--- config.mk ---
export PLATFORM = sky130hd
export DESIGN_NAME = seq_job_launcher_flat
export DESIGN_NICKNAME = d
export VERILOG_FILES = /design/src/rtl/seq_job_launcher_if.sv /design/src/rtl/seq_job_launcher.sv /design/src/flat_wrapper.sv
export SDC_FILE = /design/constraint.sdc
export NUM_CORES = 1
export LEC_CHECK = 0
export ABC_CLOCK_PERIOD_IN_PS = 2500
export CELL_PAD_IN_SITES_DETAIL_PLACEMENT = 0
export CELL_PAD_IN_SITES_GLOBAL_PLACEMENT = 1
export CORE_ASPECT_RATIO = 1.2
export CORE_MARGIN = 10
export CORE_UTILIZATION = 45
export CTS_BUF_LIST = sky130_fd_sc_hd__clkbuf_4
export DETAILED_ROUTE_END_ITERATION = 7
export DONT_BUFFER_PORTS = 1
export PLACE_DENSITY_LB_ADDON = 0.1
export SLEW_MARGIN = 20
export SYNTH_ARGS = -nofsm -noshare
export SYNTH_HDL_FRONTEND = slang
export SYNTH_SLANG_ARGS = --single-unit
--- constraint.sdc ---
create_clock -name clk -period 2.5 [get_ports clk]
set_input_delay 0.75 -clock clk [delete_from_list [all_inputs] [get_ports clk]]
set_output_delay 0.75 -clock clk [all_outputs]
set_load 0.01 [all_outputs]
--- src/rtl/seq_job_launcher_if.sv ---
// Host/sequencer signal bundle for seq_job_launcher.
//
// Groups the host command channel (cmd_*), the response channel (rsp_*),
// the sequencer handshake (run, n_func, busy) and the idle status flag.
//   master : the launcher's view (drives cmd_ready, run, n_func, rsp_*, idle)
//   slave  : the environment's view (host plus sequencer)
interface seq_job_launcher_if #(
    parameter int unsigned CNT_W = 20
);
    logic             cmd_valid;
    logic             cmd_ready;
    logic [3:0]       cmd_func;
    logic [3:0]       cmd_tag;
    logic             run;
    logic [3:0]       n_func;
    logic             busy;
    logic             rsp_valid;
    logic             rsp_ready;
    logic [3:0]       rsp_tag;
    logic [1:0]       rsp_status;
    logic [CNT_W-1:0] rsp_cycles;
    logic             idle;

    modport master (
        input  cmd_valid, cmd_func, cmd_tag, busy, rsp_ready,
        output cmd_ready, run, n_func, rsp_valid, rsp_tag, rsp_status, rsp_cycles, idle
    );

    modport slave (
        output cmd_valid, cmd_func, cmd_tag, busy, rsp_ready,
        input  cmd_ready, run, n_func, rsp_valid, rsp_tag, rsp_status, rsp_cycles, idle
    );
endinterface

--- src/rtl/seq_job_launcher.sv ---
// Host-side job launcher for the microcode sequencer run/n_func/busy handshake.
//
// Host commands are queued, then launched one at a time: a single-cycle run
// pulse with n_func held, busy rise/fall supervised with a start timeout and a
// run timeout, and one tagged response returned per job.
//
// Ports:
//   clk  : clock
//   rstn : asynchronous active-low reset
//   bus  : seq_job_launcher_if.master
//          cmd_valid/cmd_ready/cmd_func/cmd_tag      host command (queue push)
//          run/n_func/busy                           sequencer handshake
//          rsp_valid/rsp_ready/rsp_tag/rsp_status/rsp_cycles  job response
//          idle                                      FSM idle and queue empty
//
// rsp_status: 00 ok, 01 start timeout, 10 run timeout.
module seq_job_launcher #(
    parameter int unsigned FIFO_DEPTH = 4,
    parameter int unsigned START_TO   = 8,
    parameter int unsigned CNT_W      = 20
) (
    input  logic clk,
    input  logic rstn,
    seq_job_launcher_if.master bus
);

    localparam int unsigned PTR_W  = $clog2(FIFO_DEPTH);
    localparam int unsigned WAIT_W = $clog2(START_TO + 1);

    localparam logic [PTR_W:0]    CountFull = (PTR_W + 1)'(FIFO_DEPTH);
    localparam logic [PTR_W:0]    CountOne  = (PTR_W + 1)'(1);
    localparam logic [PTR_W-1:0]  PtrOne    = PTR_W'(1);
    localparam logic [WAIT_W-1:0] WaitLast  = WAIT_W'(START_TO - 1);
    localparam logic [WAIT_W-1:0] WaitOne   = WAIT_W'(1);
    localparam logic [CNT_W-1:0]  CycMax    = '1;
    localparam logic [CNT_W-1:0]  CycOne    = CNT_W'(1);

    localparam logic [1:0] StatusOk       = 2'b00;
    localparam logic [1:0] StatusStartTo  = 2'b01;
    localparam logic [1:0] StatusRunTo    = 2'b10;

    typedef enum logic [2:0] {
        StIdle,
        StLaunch,
        StWaitStart,
        StRunning,
        StRespond,
        StDrain
    } state_t;

    state_t state_q, state_d;

    // Command queue
    logic [3:0]       fifo_func_q [FIFO_DEPTH];
    logic [3:0]       fifo_tag_q  [FIFO_DEPTH];
    logic [PTR_W-1:0] wr_ptr_q, rd_ptr_q;
    logic [PTR_W:0]   count_q, count_d;
    logic             cmd_ready_q;
    logic             push, pop;

    // Job / response state
    logic [3:0]        n_func_q, n_func_d;
    logic [3:0]        tag_q, tag_d;
    logic [WAIT_W-1:0] wait_q, wait_d;
    logic [CNT_W-1:0]  cycles_q, cycles_d;
    logic [1:0]        status_q, status_d;
    logic              rsp_valid_q, rsp_valid_d;
    logic              rsp_hs;

    assign push   = bus.cmd_valid && cmd_ready_q;
    // A busy sequencer seen while idle (stale run or glitch) blocks launching.
    assign pop    = (state_q == StIdle) && (count_q != '0) && !bus.busy;
    assign rsp_hs = rsp_valid_q && bus.rsp_ready;

    always_comb begin
        count_d = count_q;
        if (push && !pop) begin
            count_d = count_q + CountOne;
        end else if (pop && !push) begin
            count_d = count_q - CountOne;
        end
    end

    always_ff @(posedge clk) begin
        if (push) begin
            fifo_func_q[wr_ptr_q] <= bus.cmd_func;
            fifo_tag_q[wr_ptr_q]  <= bus.cmd_tag;
        end
    end

    always_ff @(posedge clk or negedge rstn) begin
        if (!rstn) begin
            wr_ptr_q    <= '0;
            rd_ptr_q    <= '0;
            count_q     <= '0;
            cmd_ready_q <= 1'b1;
        end else begin
            if (push) wr_ptr_q <= wr_ptr_q + PtrOne;
            if (pop)  rd_ptr_q <= rd_ptr_q + PtrOne;
            count_q     <= count_d;
            // Registered so cmd_ready never depends combinationally on cmd_valid.
            cmd_ready_q <= (count_d != CountFull);
        end
    end

    always_comb begin
        state_d     = state_q;
        n_func_d    = n_func_q;
        tag_d       = tag_q;
        wait_d      = wait_q;
        cycles_d    = cycles_q;
        status_d    = status_q;
        rsp_valid_d = rsp_valid_q;

        unique case (state_q)
            StIdle: begin
                if (pop) begin
                    n_func_d = fifo_func_q[rd_ptr_q];
                    tag_d    = fifo_tag_q[rd_ptr_q];
                    state_d  = StLaunch;
                end
            end
            StLaunch: begin
                wait_d   = '0;
                cycles_d = '0;
                status_d = StatusOk;
                state_d  = StWaitStart;
            end
            StWaitStart: begin
                if (bus.busy) begin
                    // The rising cycle itself is the first busy cycle.
                    cycles_d = CycOne;
                    state_d  = StRunning;
                end else if (wait_q == WaitLast) begin
                    status_d    = StatusStartTo;
                    cycles_d    = '0;
                    rsp_valid_d = 1'b1;
                    state_d     = StRespond;
                end else begin
                    wait_d = wait_q + WaitOne;
                end
            end
            StRunning: begin
                if (!bus.busy) begin
                    status_d    = StatusOk;
                    rsp_valid_d = 1'b1;
                    state_d     = StRespond;
                end else if (cycles_q == CycMax) begin
                    // Counter saturated with busy still high: report, then wait it out.
                    status_d    = StatusRunTo;
                    rsp_valid_d = 1'b1;
                    state_d     = StDrain;
                end else begin
                    cycles_d = cycles_q + CycOne;
                end
            end
            StRespond: begin
                if (rsp_hs) begin
                    rsp_valid_d = 1'b0;
                    state_d     = StIdle;
                end
            end
            StDrain: begin
                if (rsp_hs) begin
                    rsp_valid_d = 1'b0;
                end
                if ((rsp_hs || !rsp_valid_q) && !bus.busy) begin
                    state_d = StIdle;
                end
            end
            default: begin
                state_d = StIdle;
            end
        endcase
    end

    always_ff @(posedge clk or negedge rstn) begin
        if (!rstn) begin
            state_q     <= StIdle;
            n_func_q    <= '0;
            tag_q       <= '0;
            wait_q      <= '0;
            cycles_q    <= '0;
            status_q    <= StatusOk;
            rsp_valid_q <= 1'b0;
        end else begin
            state_q     <= state_d;
            n_func_q    <= n_func_d;
            tag_q       <= tag_d;
            wait_q      <= wait_d;
            cycles_q    <= cycles_d;
            status_q    <= status_d;
            rsp_valid_q <= rsp_valid_d;
        end
    end

    // run decodes straight from the state register so reset clears it at once.
    assign bus.run        = (state_q == StLaunch);
    assign bus.n_func     = n_func_q;
    assign bus.cmd_ready  = cmd_ready_q;
    assign bus.rsp_valid  = rsp_valid_q;
    assign bus.rsp_tag    = tag_q;
    assign bus.rsp_status = status_q;
    assign bus.rsp_cycles = cycles_q;
    assign bus.idle       = (state_q == StIdle) && (count_q == '0);

endmodule

--- src/flat_wrapper.sv ---
// flat-port wrapper written by rule: the top's interface ports become plain ports
module seq_job_launcher_flat 
#(
    parameter int unsigned FIFO_DEPTH = 4,
    parameter int unsigned START_TO   = 8,
    parameter int unsigned CNT_W      = 20
)
  (clk, rstn, bus_cmd_valid, bus_cmd_func, bus_cmd_tag, bus_busy, bus_rsp_ready, bus_cmd_ready, bus_run, bus_n_func, bus_rsp_valid, bus_rsp_tag, bus_rsp_status, bus_rsp_cycles, bus_idle);
  seq_job_launcher_if #(.CNT_W(CNT_W)) bus_i ();
  input  logic clk;
  input  logic rstn;
  input wire logic [$bits(bus_i.cmd_valid)-1:0] bus_cmd_valid;
  input wire logic [$bits(bus_i.cmd_func)-1:0] bus_cmd_func;
  input wire logic [$bits(bus_i.cmd_tag)-1:0] bus_cmd_tag;
  input wire logic [$bits(bus_i.busy)-1:0] bus_busy;
  input wire logic [$bits(bus_i.rsp_ready)-1:0] bus_rsp_ready;
  output wire logic [$bits(bus_i.cmd_ready)-1:0] bus_cmd_ready;
  output wire logic [$bits(bus_i.run)-1:0] bus_run;
  output wire logic [$bits(bus_i.n_func)-1:0] bus_n_func;
  output wire logic [$bits(bus_i.rsp_valid)-1:0] bus_rsp_valid;
  output wire logic [$bits(bus_i.rsp_tag)-1:0] bus_rsp_tag;
  output wire logic [$bits(bus_i.rsp_status)-1:0] bus_rsp_status;
  output wire logic [$bits(bus_i.rsp_cycles)-1:0] bus_rsp_cycles;
  output wire logic [$bits(bus_i.idle)-1:0] bus_idle;
  assign bus_i.cmd_valid = bus_cmd_valid;
  assign bus_i.cmd_func = bus_cmd_func;
  assign bus_i.cmd_tag = bus_cmd_tag;
  assign bus_i.busy = bus_busy;
  assign bus_i.rsp_ready = bus_rsp_ready;
  assign bus_cmd_ready = bus_i.cmd_ready;
  assign bus_run = bus_i.run;
  assign bus_n_func = bus_i.n_func;
  assign bus_rsp_valid = bus_i.rsp_valid;
  assign bus_rsp_tag = bus_i.rsp_tag;
  assign bus_rsp_status = bus_i.rsp_status;
  assign bus_rsp_cycles = bus_i.rsp_cycles;
  assign bus_idle = bus_i.idle;
  seq_job_launcher #(.FIFO_DEPTH(FIFO_DEPTH), .START_TO(START_TO), .CNT_W(CNT_W)) u_core (.clk(clk), .rstn(rstn), .bus(bus_i));
endmodule
After elaboration in Yosys (flattened, before gate mapping)
Memories as Yosys holds them, arrays and structs flattened. A register that Yosys moved wholly into a read port is not among the register bits.
Cells that the tools add are included.
{"block": "op_classes", "eq_ne": 19, "n_addsub": 6, "n_reduce_logical": 28, "mux": 31}
{"cell": "two-way mux 20 bit", "count": 4}
{"cell": "one-hot mux 20 bit (3 select lines)", "count": 1}
{"cell": "two-way mux 3 bit", "count": 9}
{"cell": "adder 20 x 1 -> 20 bit (second input constant)", "count": 1}
{"cell": "equality test 20 bit (second input constant)", "count": 1}
{"cell": "one-hot mux 3 bit (6 select lines)", "count": 1}
{"cell": "inequality test 2 x 1 -> 1 bit (second input constant)", "count": 5}
{"cell": "AND reduction 5 bit", "count": 2}
{"cell": "nonzero test 3 bit", "count": 3}
{"cell": "logical AND 1 bit", "count": 8}
{"cell": "two-way mux 2 bit", "count": 4}
{"cell": "two-way mux 4 bit", "count": 2}
{"cell": "inequality test 2 bit (second input constant)", "count": 4}
{"cell": "one-hot mux 4 bit (2 select lines)", "count": 1}
{"cell": "AND reduction 4 bit", "count": 2}
{"cell": "two-way mux 1 bit", "count": 7}
{"cell": "equality test 3 x 2 -> 1 bit (second input constant)", "count": 2}
{"cell": "equality test 3 bit (second input constant)", "count": 2}
{"cell": "logical NOT 1 bit", "count": 6}
{"cell": "logical NOT 3 bit", "count": 2}
{"cell": "inequality test 3 x 2 -> 1 bit (second input constant)", "count": 2}
{"cell": "one-hot mux 2 bit (3 select lines)", "count": 1}
{"cell": "adder 2 x 1 -> 2 bit (second input constant)", "count": 2}
{"cell": "adder 4 x 1 -> 4 bit (second input constant)", "count": 1}
{"cell": "other kinds (11)", "count": 11}
{"block": "word_totals", "reg_bits": 38, "input_bits": 13, "ramBits": 32, "word_cells": 95, "mem_count": 2}
{"name": "u_core.fifo_func_q", "depth": 4, "width": 4, "rd": 1, "rd_ports_with_merged_regs": 1, "write_ports": 1, "line_no": "seq_job_launcher.sv:54", "source": "logic [3:0] fifo_func_q [FIFO_DEPTH];"}
{"name": "u_core.fifo_tag_q", "depth": 4, "width": 4, "rd": 1, "rd_ports_with_merged_regs": 1, "write_ports": 1, "line_no": "seq_job_launcher.sv:55", "source": "logic [3:0] fifo_tag_q [FIFO_DEPTH];"}

Longest topological paths before layout
{"block": "logic_depth", "depth_word": 7, "ltp_mapped": 7, "mapped_depth_nobuf": 7}

Worst setup path before layout
OpenSTA, ideal clock, no wires.
{"block": "synth_path", "path_type": "input port to flip-flop", "start": "input port bus_busy", "end": "register u_core.cycles_q[10], in the netlist u_core.bus.rsp_cycles[10]", "cell_stages": 7, "n_path_buf": 2, "arrival_ps": 1965, "required_time_ps": 2363, "slack_ps": 398, "setup_ps": 137, "cell_sequence": "clkbuf_1 -> inv_1 -> a211oi_1 -> o21ai_0 -> o21ai_1 -> buf_2 -> a31oi_1"}
{"block": "synth_between", "elab_chain_len": 2, "word_cells_on_any_way": 5, "classes_between": "eq/ne: 2; mux: 2; reduce/logical: 1"}
{"element": "start, declared", "line_no": "flat_wrapper.sv:15", "source": "input wire logic [$bits(bus_i.busy)-1:0] bus_busy;"}
{"element": "inequality test 3 x 2 -> 1 bit (no source line) (tied with other cells)"}
{"element": "AND reduction 4 bit (no source line) or one-hot mux 20 bit (3 select lines) (tied branches)"}
{"element": "end signal, assigned", "line_no": "seq_job_launcher.sv:191", "source": "cycles_q <= cycles_d;"}
{"element": "end, declared", "line_no": "seq_job_launcher.sv:65", "source": "logic [CNT_W-1:0] cycles_q, cycles_d;"}
Parallel ways exist; a longest one is shown, timed or not.
A chain may end at the register's enable or synchronous reset.

Worst setup path in the final report
{"block": "layout_path", "start": "register u_core.count_q[0]", "end": "output port bus_idle"}
{"block": "layout_between", "elab_chain_len": 2}
{"element": "start, declared", "line_no": "seq_job_launcher.sv:57", "source": "logic [PTR_W:0] count_q, count_d;"}
{"element": "start signal, assigned", "line_no": "seq_job_launcher.sv:100", "source": "count_q <= count_d;"}
{"element": "logical NOT 3 bit", "line_no": "seq_job_launcher.sv:205", "source": "assign bus.idle = (state_q == StIdle) && (count_q == '0);"}
{"element": "logical AND 1 bit", "line_no": "seq_job_launcher.sv:205"}
{"element": "end, declared", "line_no": "flat_wrapper.sv:24", "source": "output wire logic [$bits(bus_i.idle)-1:0] bus_idle;"}
Every way passes these cells.

==> flow_summary.toml <==
[sta]
timing.final.crit_period_ps = 2340
setup_ws_ps = 163
final.setup.tns_ps = 0
setup_viol = 0
fmax_mhz = 428
clock-skew-final_ps = 23.7
worst_pin_slew_ps = 588
hold_ws_ps = 133
finalMaxSlewViolations = 0
hold_viol = 0
relSlewSlack = 0.608
rsz0062_at_grt = "no"
timing.final.crit_share = 0.935

[finish]
syn_to_final_growth_pct = 9.98
final_cell_mix = "dfrtp_1, nand2_1, edfxtp_1"
n_antenna_cell = 0
seqCellArea_mm2 = 0.00211
nFillCells = 719
nets = 355
layout_commonest_cell = "dfrtp_1"
multiInputGateArea_mm2 = 0.00154
drive_above_1_share = 0.189

[global_routing]
grt_usage = 0.145
gr-total-overflow = 0
grt_max_degree = 46
antenna_found_initial = 0
grt_pass1_vias = 2610
grt_pass1_wl_mm = 14.1

[worst_setup_path]
rr_startpoint = "u_core.bus.rsp_cycles[1]"
worstPathArrival_ps = 1590
reg2reg_slack_ps = 380
crit_required_ps = 1750
cp_num_buf_inv = 1
reg2reg_to = "u_core.bus.rsp_cycles[8]"
end_kind = "output port"
crit_path_start_kind = "register"
r2r_cells = 7
critPathTopFamily = "simple AND/OR/NAND/NOR gates"
critPathMaxStageDelay_ps = 400
path_cells = "inv_1 > ha_1 > nor2b_2 > nor2b_2"
crit_top_cell = "nor2b_2"
cp_max_fo = 5
crit_type = "reg -> out"
slowest_stage = "dfrtp_1"

[job]
cap_viol_max_count = 0

[logic_synthesis]
synth-edff-count = 32
async_flop_share = 0.590
syn-cell-area_mm2 = 0.00375
synth_area_per_cell_um2 = 11.9
synth_ff_type = "dfrtp_1"
yosys.cell_types.count = 52
yosysSeqAreaShare = 0.564
yosysWarnings = 0
syn-num-nets = 338
syn_inst = 316
synth-seq-cells = 78

[run_status]
status = "complete, no violations"

[clocking]
post_cts_buffers = 0
ctsLongestPathBuffers = 2
cts_inserted_buffers = 9
root_buffer = "clkbuf_4"
clock-sinks = 78
clk_latency_ps = 450
htreeDepth = 3
clkSlewWorstSetupHoldPaths_ps = 140
cts_tree = "done"

[power]
p_per_area_mw_per_mm2 = 1020
ir_drop_mv = 0.446
total_leakage_power_nw = 1.59

[floorplanning]
io_pins = 47
die_x_um = 103
start_util = 0.462
die_y_um = 120
die-area_mm2 = 0.0124
core_mm2 = 0.00811
rows = 36

[place]
dp_slack_ps = 409
hpwl_mm = 5.88
port_buffers = 0
place.gp.congestion = 0.779

[drt]
ant_nets = 0
vias = 2508
routed_via_density = 5.79
dr.pass1.iters = 4
drt_iter0_markers = 138
drc = 0
drt-wirelength-per-cell_um = 19.8
wirelength_mm = 8.58

[worst_hold_path]
hp-class = "in -> async"
-- cells by family (layout without fill, tap and decap cells) --
logic type / Yosys count / count (layout) / synth area share
simple gates: 95 / 95 / 0.133
compound gates: 82 / 82 / 0.144
flops: 78 / 78 / 0.564
buf+inv: 25 / 47 / 0.0277
mux: 19 / 19 / 0.0804
fa+ha+maj: 11 / 11 / 0.0354
xor+xnor: 6 / 6 / 0.0160
-- worst max-delay path by stage --
stage / from / endpoint / slack, ps / cells after the start
floorplan: bus_busy / u_core.bus.rsp_cycles[10] / 400 / 7
global placement: u_core.count_q[1] / bus_idle / 460 / 4
detailed placement: u_core.bus.rsp_cycles[5] / u_core.bus.rsp_cycles[8] / 410 / 6
CTS: u_core.count_q[0] / bus_idle / 110 / 4
global route: u_core.count_q[1] / bus_idle / 60 / 4
finish: u_core.count_q[0] / bus_idle / 160 / 4
-- sequential cells by signal, indices dropped and copies added, names as in the netlist --
register,count
u_core.bus.rsp_cycles,20
u_core.fifo_func_q,16
u_core.fifo_tag_q,16
u_core.bus.n_func,4
u_core.bus.rsp_tag,4
u_core.wait_q,4
u_core.count_q,3
u_core.state_q,3
u_core.bus.rsp_status,2
u_core.rd_ptr_q,2
u_core.wr_ptr_q,2
u_core.bus.cmd_ready,1
u_core.bus.rsp_valid,1
-- worst register-to-register path, stage by stage (launching register included) --
cell,delay [ps]
dfrtp_1,380
ha_1,230
nand3_1,230
nor4_2,400
and2_1,290
o21ai_1,100
buf_4,210
a31oi_1,200
-- synth_stat cells (all sizes together) (6+ instances only) --
cell type / n / area (um^2)
dfrtp: 45 / 1130
edfxtp: 32 / 961
nand2: 32 / 120
o21ai: 24 / 120
nor2: 17 / 63.8
inv: 14 / 52.6
a31oi: 13 / 81.3
a21oi: 11 / 55.1
ha: 9 / 113
mux2: 9 / 101
and3: 8 / 50.1
mux4: 8 / 180
nand3: 8 / 40.0
o211ai: 7 / 52.6
clkbuf: 6 / 22.5
-- cell type report --
cell class | instances | share of cell area
flip-flops and latches | 78 | 0.512
multi-input cells | 213 | 0.374
repair buffers | 17 | 0.0358
well taps | 95 | 0.0288
clock inverters | 7 | 0.0197
clock buffers | 9 | 0.0164
inverters | 14 | 0.0127
-- power breakdown --
group	leakage (nW)	switching (mW)	internal (mW)
Combinational	0.630	0.772	0.654
Sequential	0.891	0.307	1.67
Clock	0.0711	0.494	0.318
-- metal layers --
metal	wire length, um	track usage	up-vias
li1	-	-	1226
met1	3620	0.173	1217
met2	4210	0.233	56
met3	656	0.0476	9
met4	97	0.0601	0
met5	0	0	-
-- metrics by stage --
stage                     utilization  total power [mW]  cells  instance area (um^2)
after floorplan                     -              3.02    316                  3750
after global placement          0.486              3.42    416                  3940
after detailed placement        0.486              3.44    416                  3940
after CTS                       0.509              4.28    433                  4120
after global routing            0.509              4.54    433                  4120
final                           0.509              4.21    433                  4120
-- what timing repair did --
item,in CTS,in global routing
endpoints found under the setup margin,1,0
hold buffers,1,0
gates resized for setup,2,0
hold endpoints to repair,45,0
Power figures use the tool's default switching activity.
